`src/rtl/uart_word_bridge_if.sv`:
```
// Handshake bundle between uart_word_bridge and its neighbours: UART RX bytes,
// assembled samples, result words, UART TX bytes and status.
interface uart_word_bridge_if #(
  parameter int BYTES_IN   = 4,
  parameter int BYTES_OUT  = 4,
  parameter int FIFO_DEPTH = 8
);
  logic [7:0]                         rx_data_i;
  logic                               rx_valid_i;
  logic [8*BYTES_IN-1:0]              sample_o;
  logic                               sample_valid_o;
  logic [8*BYTES_OUT-1:0]             result_i;
  logic                               result_valid_i;
  logic                               result_ready_o;
  logic [7:0]                         tx_data_o;
  logic                               tx_valid_o;
  logic                               tx_busy_i;
  logic [$clog2(FIFO_DEPTH+1)-1:0]    fifo_level_o;
  logic                               overflow_o;
  logic                               timeout_o;

  modport slave (
    input  rx_data_i, rx_valid_i, result_i, result_valid_i, tx_busy_i,
    output sample_o, sample_valid_o, result_ready_o, tx_data_o, tx_valid_o,
           fifo_level_o, overflow_o, timeout_o
  );

  modport master (
    output rx_data_i, rx_valid_i, result_i, result_valid_i, tx_busy_i,
    input  sample_o, sample_valid_o, result_ready_o, tx_data_o, tx_valid_o,
           fifo_level_o, overflow_o, timeout_o
  );
endinterface

```
`src/rtl/uart_word_bridge.sv`:
```
// Byte/word bridge: packs UART RX bytes MSB-first into samples, and buffers
// result words in a FIFO that is serialised MSB-first to the UART TX.
module uart_word_bridge #(
  parameter int BYTES_IN       = 4,
  parameter int BYTES_OUT      = 4,
  parameter int FIFO_DEPTH     = 8,
  parameter int TIMEOUT_CYCLES = 1000000
) (
  input  logic               clk,
  input  logic               rst,
  uart_word_bridge_if.slave  bus
);
  localparam int WI = 8 * BYTES_IN;
  localparam int WO = 8 * BYTES_OUT;
  localparam int CW = $clog2(BYTES_IN + 1);
  localparam int IW = (BYTES_OUT > 1) ? $clog2(BYTES_OUT) : 1;
  localparam int PW = $clog2(FIFO_DEPTH);
  localparam int LW = $clog2(FIFO_DEPTH + 1);
  localparam int TW = (TIMEOUT_CYCLES > 1) ? $clog2(TIMEOUT_CYCLES) : 1;

  localparam logic [CW-1:0] CNT_LAST  = CW'(BYTES_IN - 1);
  localparam logic [IW-1:0] IDX_LAST  = IW'(BYTES_OUT - 1);
  localparam logic [TW-1:0] IDLE_LAST = TW'((TIMEOUT_CYCLES > 0) ? TIMEOUT_CYCLES - 1 : 0);
  localparam logic [LW-1:0] LVL_FULL  = LW'(FIFO_DEPTH);

  // ---------------- RX packing and partial-frame timeout ----------------
  logic [WI-1:0] shift_q, shift_d, sample_q;
  logic [CW-1:0] cnt_q;
  logic [TW-1:0] idle_q;
  logic          sample_valid_q, timeout_q;

  assign shift_d = (shift_q << 8) | WI'(bus.rx_data_i);

  always_ff @(posedge clk) begin
    if (rst) begin
      shift_q        <= '0;
      sample_q       <= '0;
      cnt_q          <= '0;
      idle_q         <= '0;
      sample_valid_q <= 1'b0;
      timeout_q      <= 1'b0;
    end else begin
      sample_valid_q <= 1'b0;
      timeout_q      <= 1'b0;
      if (bus.rx_valid_i) begin
        shift_q <= shift_d;
        idle_q  <= '0;
        if (cnt_q == CNT_LAST) begin
          cnt_q          <= '0;
          sample_q       <= shift_d;
          sample_valid_q <= 1'b1;
        end else begin
          cnt_q <= cnt_q + 1'b1;
        end
      end else if (TIMEOUT_CYCLES != 0 && cnt_q != '0) begin
        // a byte arriving on the expiry cycle wins, handled by the branch above
        if (idle_q == IDLE_LAST) begin
          cnt_q     <= '0;
          idle_q    <= '0;
          timeout_q <= 1'b1;
        end else begin
          idle_q <= idle_q + 1'b1;
        end
      end
    end
  end

  // ---------------- result word FIFO ----------------
  logic [WO-1:0] mem_q [FIFO_DEPTH];
  logic [PW-1:0] wr_q, rd_q;
  logic [LW-1:0] level_q;
  logic          overflow_q, full, push, pop;

  assign full = (level_q == LVL_FULL);
  assign push = bus.result_valid_i && !full;

  always_ff @(posedge clk) begin
    if (push) mem_q[wr_q] <= bus.result_i;
  end

  always_ff @(posedge clk) begin
    if (rst) begin
      wr_q       <= '0;
      rd_q       <= '0;
      level_q    <= '0;
      overflow_q <= 1'b0;
    end else begin
      if (push) wr_q <= wr_q + 1'b1;
      if (pop)  rd_q <= rd_q + 1'b1;
      if (push && !pop)      level_q <= level_q + 1'b1;
      else if (!push && pop) level_q <= level_q - 1'b1;
      if (bus.result_valid_i && full) overflow_q <= 1'b1;
    end
  end

  // ---------------- TX serialiser ----------------
  typedef enum logic [1:0] {S_IDLE, S_SEND, S_GUARD, S_DRAIN} state_t;

  state_t        state_q;
  logic [WO-1:0] word_q, word_d;
  logic [IW-1:0] idx_q;
  logic [7:0]    tx_data_q;
  logic          tx_valid_q;

  always_comb begin
    pop = 1'b0;
    if (level_q != '0 && !bus.tx_busy_i)
      pop = (state_q == S_IDLE) || (state_q == S_DRAIN && idx_q == IDX_LAST);
  end

  assign word_d = pop ? mem_q[rd_q] : (word_q << 8);

  always_ff @(posedge clk) begin
    if (rst) begin
      state_q    <= S_IDLE;
      word_q     <= '0;
      idx_q      <= '0;
      tx_data_q  <= '0;
      tx_valid_q <= 1'b0;
    end else begin
      tx_valid_q <= 1'b0;
      case (state_q)
        S_IDLE: if (pop) begin
          word_q     <= word_d;
          tx_data_q  <= word_d[WO-1 -: 8];
          tx_valid_q <= 1'b1;
          idx_q      <= '0;
          state_q    <= S_SEND;
        end
        S_SEND:  state_q <= S_GUARD;
        // transmitter may not have raised busy yet, so GUARD never looks at it
        S_GUARD: state_q <= S_DRAIN;
        S_DRAIN: if (!bus.tx_busy_i) begin
          if (idx_q != IDX_LAST || pop) begin
            word_q     <= word_d;
            tx_data_q  <= word_d[WO-1 -: 8];
            tx_valid_q <= 1'b1;
            idx_q      <= pop ? '0 : idx_q + 1'b1;
            state_q    <= S_SEND;
          end else begin
            state_q <= S_IDLE;
          end
        end
        default: state_q <= S_IDLE;
      endcase
    end
  end

  assign bus.sample_o       = sample_q;
  assign bus.sample_valid_o = sample_valid_q;
  assign bus.result_ready_o = !full;
  assign bus.tx_data_o      = tx_data_q;
  assign bus.tx_valid_o     = tx_valid_q;
  assign bus.fifo_level_o   = level_q;
  assign bus.overflow_o     = overflow_q;
  assign bus.timeout_o      = timeout_q;
endmodule

```
`src/flat_wrapper.sv`:
```
// flat-port wrapper written by rule: the top's interface ports become plain ports
module uart_word_bridge_flat 
#(
  parameter int BYTES_IN       = 4,
  parameter int BYTES_OUT      = 4,
  parameter int FIFO_DEPTH     = 8,
  parameter int TIMEOUT_CYCLES = 1000000
)
  (clk, rst, bus_rx_data_i, bus_rx_valid_i, bus_result_i, bus_result_valid_i, bus_tx_busy_i, bus_sample_o, bus_sample_valid_o, bus_result_ready_o, bus_tx_data_o, bus_tx_valid_o, bus_fifo_level_o, bus_overflow_o, bus_timeout_o);
  uart_word_bridge_if #(.BYTES_IN(BYTES_IN), .BYTES_OUT(BYTES_OUT), .FIFO_DEPTH(FIFO_DEPTH)) bus_i ();
  input  logic clk;
  input  logic rst;
  input wire logic [$bits(bus_i.rx_data_i)-1:0] bus_rx_data_i;
  input wire logic [$bits(bus_i.rx_valid_i)-1:0] bus_rx_valid_i;
  input wire logic [$bits(bus_i.result_i)-1:0] bus_result_i;
  input wire logic [$bits(bus_i.result_valid_i)-1:0] bus_result_valid_i;
  input wire logic [$bits(bus_i.tx_busy_i)-1:0] bus_tx_busy_i;
  output wire logic [$bits(bus_i.sample_o)-1:0] bus_sample_o;
  output wire logic [$bits(bus_i.sample_valid_o)-1:0] bus_sample_valid_o;
  output wire logic [$bits(bus_i.result_ready_o)-1:0] bus_result_ready_o;
  output wire logic [$bits(bus_i.tx_data_o)-1:0] bus_tx_data_o;
  output wire logic [$bits(bus_i.tx_valid_o)-1:0] bus_tx_valid_o;
  output wire logic [$bits(bus_i.fifo_level_o)-1:0] bus_fifo_level_o;
  output wire logic [$bits(bus_i.overflow_o)-1:0] bus_overflow_o;
  output wire logic [$bits(bus_i.timeout_o)-1:0] bus_timeout_o;
  assign bus_i.rx_data_i = bus_rx_data_i;
  assign bus_i.rx_valid_i = bus_rx_valid_i;
  assign bus_i.result_i = bus_result_i;
  assign bus_i.result_valid_i = bus_result_valid_i;
  assign bus_i.tx_busy_i = bus_tx_busy_i;
  assign bus_sample_o = bus_i.sample_o;
  assign bus_sample_valid_o = bus_i.sample_valid_o;
  assign bus_result_ready_o = bus_i.result_ready_o;
  assign bus_tx_data_o = bus_i.tx_data_o;
  assign bus_tx_valid_o = bus_i.tx_valid_o;
  assign bus_fifo_level_o = bus_i.fifo_level_o;
  assign bus_overflow_o = bus_i.overflow_o;
  assign bus_timeout_o = bus_i.timeout_o;
  uart_word_bridge #(.BYTES_IN(BYTES_IN), .BYTES_OUT(BYTES_OUT), .FIFO_DEPTH(FIFO_DEPTH), .TIMEOUT_CYCLES(TIMEOUT_CYCLES)) u_core (.clk(clk), .rst(rst), .bus(bus_i));
endmodule
```
`config.mk`:
```
export PLATFORM = sky130hd
export DESIGN_NAME = uart_word_bridge_flat
export DESIGN_NICKNAME = d
export VERILOG_FILES = /design/src/rtl/uart_word_bridge_if.sv /design/src/rtl/uart_word_bridge.sv /design/src/flat_wrapper.sv
export SDC_FILE = /design/constraint.sdc
export NUM_CORES = 1
export LEC_CHECK = 0
export ABC_AREA = 1
export CAP_MARGIN = 20
export CORE_MARGIN = 2
export CORE_UTILIZATION = 55
export CTS_CLUSTER_DIAMETER = 80
export DETAILED_ROUTE_END_ITERATION = 8
export DONT_BUFFER_PORTS = 1
export PLACE_DENSITY = 0.75
export SLEW_MARGIN = 40
export SYNTH_ARGS = -nofsm -noshare
export SYNTH_HDL_FRONTEND = slang
export SYNTH_SLANG_ARGS = --single-unit
```
`constraint.sdc`:
```
create_clock -name clk -period 4.7 [get_ports clk]
set_input_delay 0.47 -clock clk [delete_from_list [all_inputs] [get_ports clk]]
set_output_delay 0.47 -clock clk [all_outputs]
set_load 0.05 [all_outputs]
```
-- Word level (Yosys, flattened, before mapping)
Memories as Yosys holds them, arrays and structs flattened. A register that Yosys moved wholly into a read port is not among the register bits.
Index checks and enable logic that the tools add are counted.
- register bits: 129
- bits in writable memories: 256
- input bits: 45
- output and inout port bits: 49
- word-level logic and storage cells: 99
- memories: 1
- $add $sub $neg: 7
- eq/ne operators: 11
- mux-type cells: 36
- bitwise gates (word level): 3
- reduce and logical (&&, ||, !) cells: 26
- memory list (memory ; depth ; bits a word ; rd ports ; clocked after Yosys merged registers in ; wr ports ; line ; source):
    u_core.mem_q ; 8 ; 32 ; 1 ; 1 ; 1 ; uart_word_bridge.sv:69 ; logic [WO-1:0] mem_q [FIFO_DEPTH];
- operators by type and width (kind ; number):
    24-bit 2-to-1 mux ; 3
    24-bit case mux with 2 select lines ; 1
    32-bit 2-to-1 mux ; 1
    32-bit by 8-bit OR with 32-bit output ; 1
    8-bit 2-to-1 mux ; 3
    20-bit by 1-bit adder with 20-bit output (second input constant) ; 1
    20-bit equality test (second input constant) ; 1
    20-bit 2-to-1 mux ; 1
    3-bit 2-to-1 mux ; 6
    8-bit case mux with 2 select lines ; 1
    2-bit 2-to-1 mux ; 6
    3-bit by 1-bit adder with 3-bit output (second input constant) ; 3
    1-bit 2-to-1 mux ; 9
    4-bit 2-to-1 mux ; 2
    2-bit case mux with 4 select lines ; 1
    2-bit nonzero test ; 4
    2-bit equality test (second input constant) ; 3
    1-bit logical AND ; 6
    2-bit inequality test (second input constant) ; 3
    2-bit AND reduction ; 3
    4-bit by 1-bit adder with 4-bit output (second input constant) ; 1
    4-bit equality test (second input constant) ; 1
    1-bit logical NOT ; 4
    2-bit case mux with 2 select lines ; 1
    other kinds (14) ; 17

-- Depth between registers and ports, before layout
- depth in word-level cells: 8
- gate-level depth with buffers: 14
- mapped depth without buffers: 13

-- Worst setup path after synthesis
Ideal clock, no wire load.
- path kind: register -> register
- start: reg u_core.level_q[0], in the netlist u_core.bus.fifo_level_o[0]
- end: mem u_core.mem_q[0][0] (netlist name), enable pin
- arrival time: 3.052 ns
- slack: 1.227 ns
- cell stages (with the launch flop): 7
- buffers on the path: 0
- clock period less this slack: 3.473 ns
- cell sequence: dfxtp_1 > nor2_2 > nand3_1 > nand2_1 > inv_1 > nand2_1 > nor2_1
- word-level cells in the longest chain between the ends: 5
- ends and longest elaborated chain (item ; line ; source):
    from (decl) ; uart_word_bridge.sv:71 ; logic [LW-1:0] level_q;
    from (signal assigned) ; uart_word_bridge.sv:90 ; if (push && !pop) level_q <= level_q + 1'b1;
    from (signal assigned) ; uart_word_bridge.sv:91 ; else if (!push && pop) level_q <= level_q - 1'b1;
    4-bit equality test ; uart_word_bridge.sv:74 ; assign full = (level_q == LVL_FULL);
    1-bit logical NOT ; -- ;
    via bus_result_ready_o ; flat_wrapper.sv:20 ; output wire logic [$bits(bus_i.result_ready_o)-1:0] bus_result_ready_o;
    1-bit logical AND ; uart_word_bridge.sv:75 ; assign push = bus.result_valid_i && !full;
    via u_core.push ; uart_word_bridge.sv:72 ; logic overflow_q, full, push, pop;
    1-bit 2-to-1 mux ; uart_word_bridge.sv:78 ; if (push) mem_q[wr_q] <= bus.result_i;
    1-bit 2-to-1 mux (implied by the code) ; uart_word_bridge.sv:78 ;
    to (decl) ; uart_word_bridge.sv:69 ;
The timed path passes the listed nets, and every way through them passes these cells.

-- Worst setup path in the final report
- start: reg u_core.level_q[0], in the netlist u_core.bus.fifo_level_o[0]
- end: mem u_core.mem_q[0][30] (netlist name), enable pin
The elaborated chain is that of the path after synthesis.

==> results.md <==
* LEAKAGE at 7.43 nW
* Setup crit start kind: flop
* GR Util All Layers at 0.240
* Vias at 11,700
* Synth Area per Inst at 9.15 um^2
* Critical path capture point type: flop
* H-tree Lvls at 2
* Worst setup margin at approximately 1500 ps
* Synthesized area at 16,400 um^2
* Fin Hold WS at 23.6 ps
* Crit path max fanout at 20
* Synth top area cells: edfxtp_1 (47%), dfxtp_1 (16%), nand2_1 (11%), nand3_1 (6.4%), inv_1 (5.6%)
* Setup Fix Bufs, Post-CTS at 0
* Status: complete, no violations
* Place WS at ~1400 ps
* Async S/R FF share, synth at 0
* P&R area growth vs syn at 11.3%
* CTS tree: built
* Largest net degree at the start of global routing at between 80 and 90
* Max-cap violation count at 0
* ANT nets after route at 0
* PD cells at 523 nW/um^2
* HP Class: input port to flop
* Yosys warns at 0
* CP required at just under 5000 ps
* Hold_sp: bus_result_i[11]
* HPWL after DPL at 21,700 um
* Layout cells sized above 1 at 0.0625
* Vias per cell at 5.33
* Reg2Reg Launch Point: u_core.bus.fifo_level_o[0]
* Main synth FF type: edfxtp_1
* Vias in the first global route at 11,400
* Syn Inst Count at 1,788
* Sequential area share after synthesis at 0.631
* Setup Crit Path Kind: flop to flop
* Top-count cell post-synth: nand2_1
* Critical Path Source: u_core.bus.fifo_level_o[0]
* Crit path time final at 3250 ps
* Clk_lat worst skew at around 550 ps
* # IOs at 94
* Core region area at 29,500 um^2
* Row cnt at 63
* Tcrit/Tclk final at 0.691
* Initial Util at 0.555
* # setup viols final at 0
* Skew final at 26.9 ps
* Final Max Tran Viols at 0
* First-pass DRT Iterations at 5
* Total Wirelength at 37,000 um
* RSZ-0062 raised after global routing: no
* Post-synth EDFFs at between 200 and 300
* Fin Setup TNS at 0 ps
* Clock root cell: clkbuf_16
* Worst-path clk slew at 60 ps
* Worst Path Arrival at about 3400 ps
* Synthesized net count at 1,846
* Peak VDD IR at 0.369 mV
* Endpoints failing hold at 0
* Drt wl/cell at 16.8 um
* Final layout net count at around 1,800
* CTS Sinks at 388
* Port bufs at 0
* Clock Path Buffers at 3
* Worst-margin pin slew at 842 ps
* F_max at 308 MHz
* Filler cells at 2,338
* Num CTS Buffers at 41
* Total gr overflow at 0
* Synth area leader: edfxtp_1
* RD Place Congestion at 0.802
* DRC errors left at 0
* Chip Width at 176 um
* Headroom to the max-slew limit at 0.438
* Yosys reg bits at 388
* Die area at 31,100 um^2
* Drt first-iter violations at 1,143
* Yosys top cell area share at 0.470
* DIE HEIGHT at 176 um
* Antenna violations before repair at 1
* First-pass GRT wire length at between 50,000 and 60,000 um
* Count of different cell masters after synthesis at 28
* Synth top cells by count: nand2_1 (490), edfxtp_1 (256), inv_1 (246), nand3_1 (208), nor2_1 (190)
* Post-CTS Resized at 0
-- path summary, 6_finish.rpt --
kind / end / slack (ps) / cells after the start
hold / removal: u_core.mem_q[7][11] / 20 / 0
hold reg to reg: u_core.shift_q[22] / 460 / 2
setup reg to reg: u_core.mem_q[0][30] / 1450 / 7
setup / recovery: u_core.mem_q[0][30] / 1450 / 7
-- registers in the layout, summed over array words and instances (netlist names), named ones only --
register	cells
u_core.mem_q	256
u_core.bus.tx_data_o	8
u_core.state_q	2
u_core.shift_q	24
u_core.cnt_q	3
u_core.bus.timeout_o	1
u_core.idx_q	2
u_core.idle_q	20
u_core.rd_q	3
u_core.bus.tx_valid_o	1
u_core.bus.overflow_o	1
u_core.wr_q	3
u_core.bus.sample_valid_o	1
u_core.bus.fifo_level_o	4
u_core.word_q	24
u_core.bus.sample_o	32
-- where the power goes --
part           internal (mW)  switching [mW]  total (mW)
registers               3.92           0.370        4.29
clock network           1.92            1.33        3.24
logic                  0.620            1.37        1.99
-- stage by stage --
stage	power [mW]	instance area, um^2	cells	util
final	9.53	18200	2198	0.618
after detailed placement	6.31	16800	2114	0.568
after CTS	9.56	18200	2197	0.618
after global placement	6.24	16600	2109	0.564
after global routing	10.0	18200	2197	0.618
after floorplan	5.82	16400	1788	-
-- final cells by class --
| cell class | count | area (um^2) | area share |
|---|---|---|---|
| clock inverter | 23 | 260 | 0.0143 |
| tap | 390 | 488 | 0.0268 |
| inverter | 247 | 933 | 0.0512 |
| multi-input combinational | 1068 | 4760 | 0.262 |
| timing repair buffer | 28 | 317 | 0.0174 |
| antenna | 1 | 2.50 | 0.000137 |
| sequential | 388 | 10300 | 0.567 |
| clock buffer | 53 | 1110 | 0.0612 |
-- critical path: stages, from the launching register on --
cell and delay [ps]:
dfxtp_1 730, nor2_2 120, nand3_1 440, nand2_1 260, inv_1 180, nand2_1 270, nor2_4 480, buf_4 420
-- layout by cell type, fill, tap and decap left out, types with 2 or more instances in the layout --
cell           count
a21oi_1           55
nor2_2             5
clkinv_2           6
nand3_1          208
buf_12             2
o22ai_1            8
o21ai_1            6
dfxtp_1          130
clkinv_1          10
edfxtp_1         256
xor2_1             8
nand2_1          489
ha_1              12
nor2_1           181
clkbuf_8           2
or2_2             10
dlygate4sd3_1      6
clkbuf_16         42
bufinv_16          4
clkinv_4           2
clkbuf_2           2
inv_1            243
buf_4             14
buf_16             2
nor2_4             8
nand4_1            8
o21ai_0           53
nand3b_1           2
nor3b_1            2
clkbuf_1           7
nor3_1             7
buf_8              3
-- per-layer routing --
metal / part of all wire / global-route usage
met1: 0.41 / 0.312
met2: 0.49 / 0.411
met3: 0.078 / 0.0385
met4: 0.023 / 0.0789
met5: 0 / 0
-- cell families (layout without fill, tap and decap cells) --
| logic type | Yosys count | after routing | share of synthesized area |
|---|---|---|---|
| AO/OA/AOI/OAI | 122 | 122 | 0.0379 |
| AND/OR/NAND/NOR | 924 | 924 | 0.234 |
| adder cells (fa/ha/maj) | 13 | 13 | 0.0104 |
| other | 0 | 1 | 0 |
| XOR/XNOR | 9 | 9 | 0.00482 |
| buffers and inverters | 332 | 351 | 0.0818 |
| flip-flops | 388 | 388 | 0.631 |
-- what timing repair did --
action,4_1_cts,5_1_grt
setup endpoints to repair,0,0
hold endpoints to repair,80,0
hold buffers,7,0
Note: power is estimated with default switching activity, not from simulation.
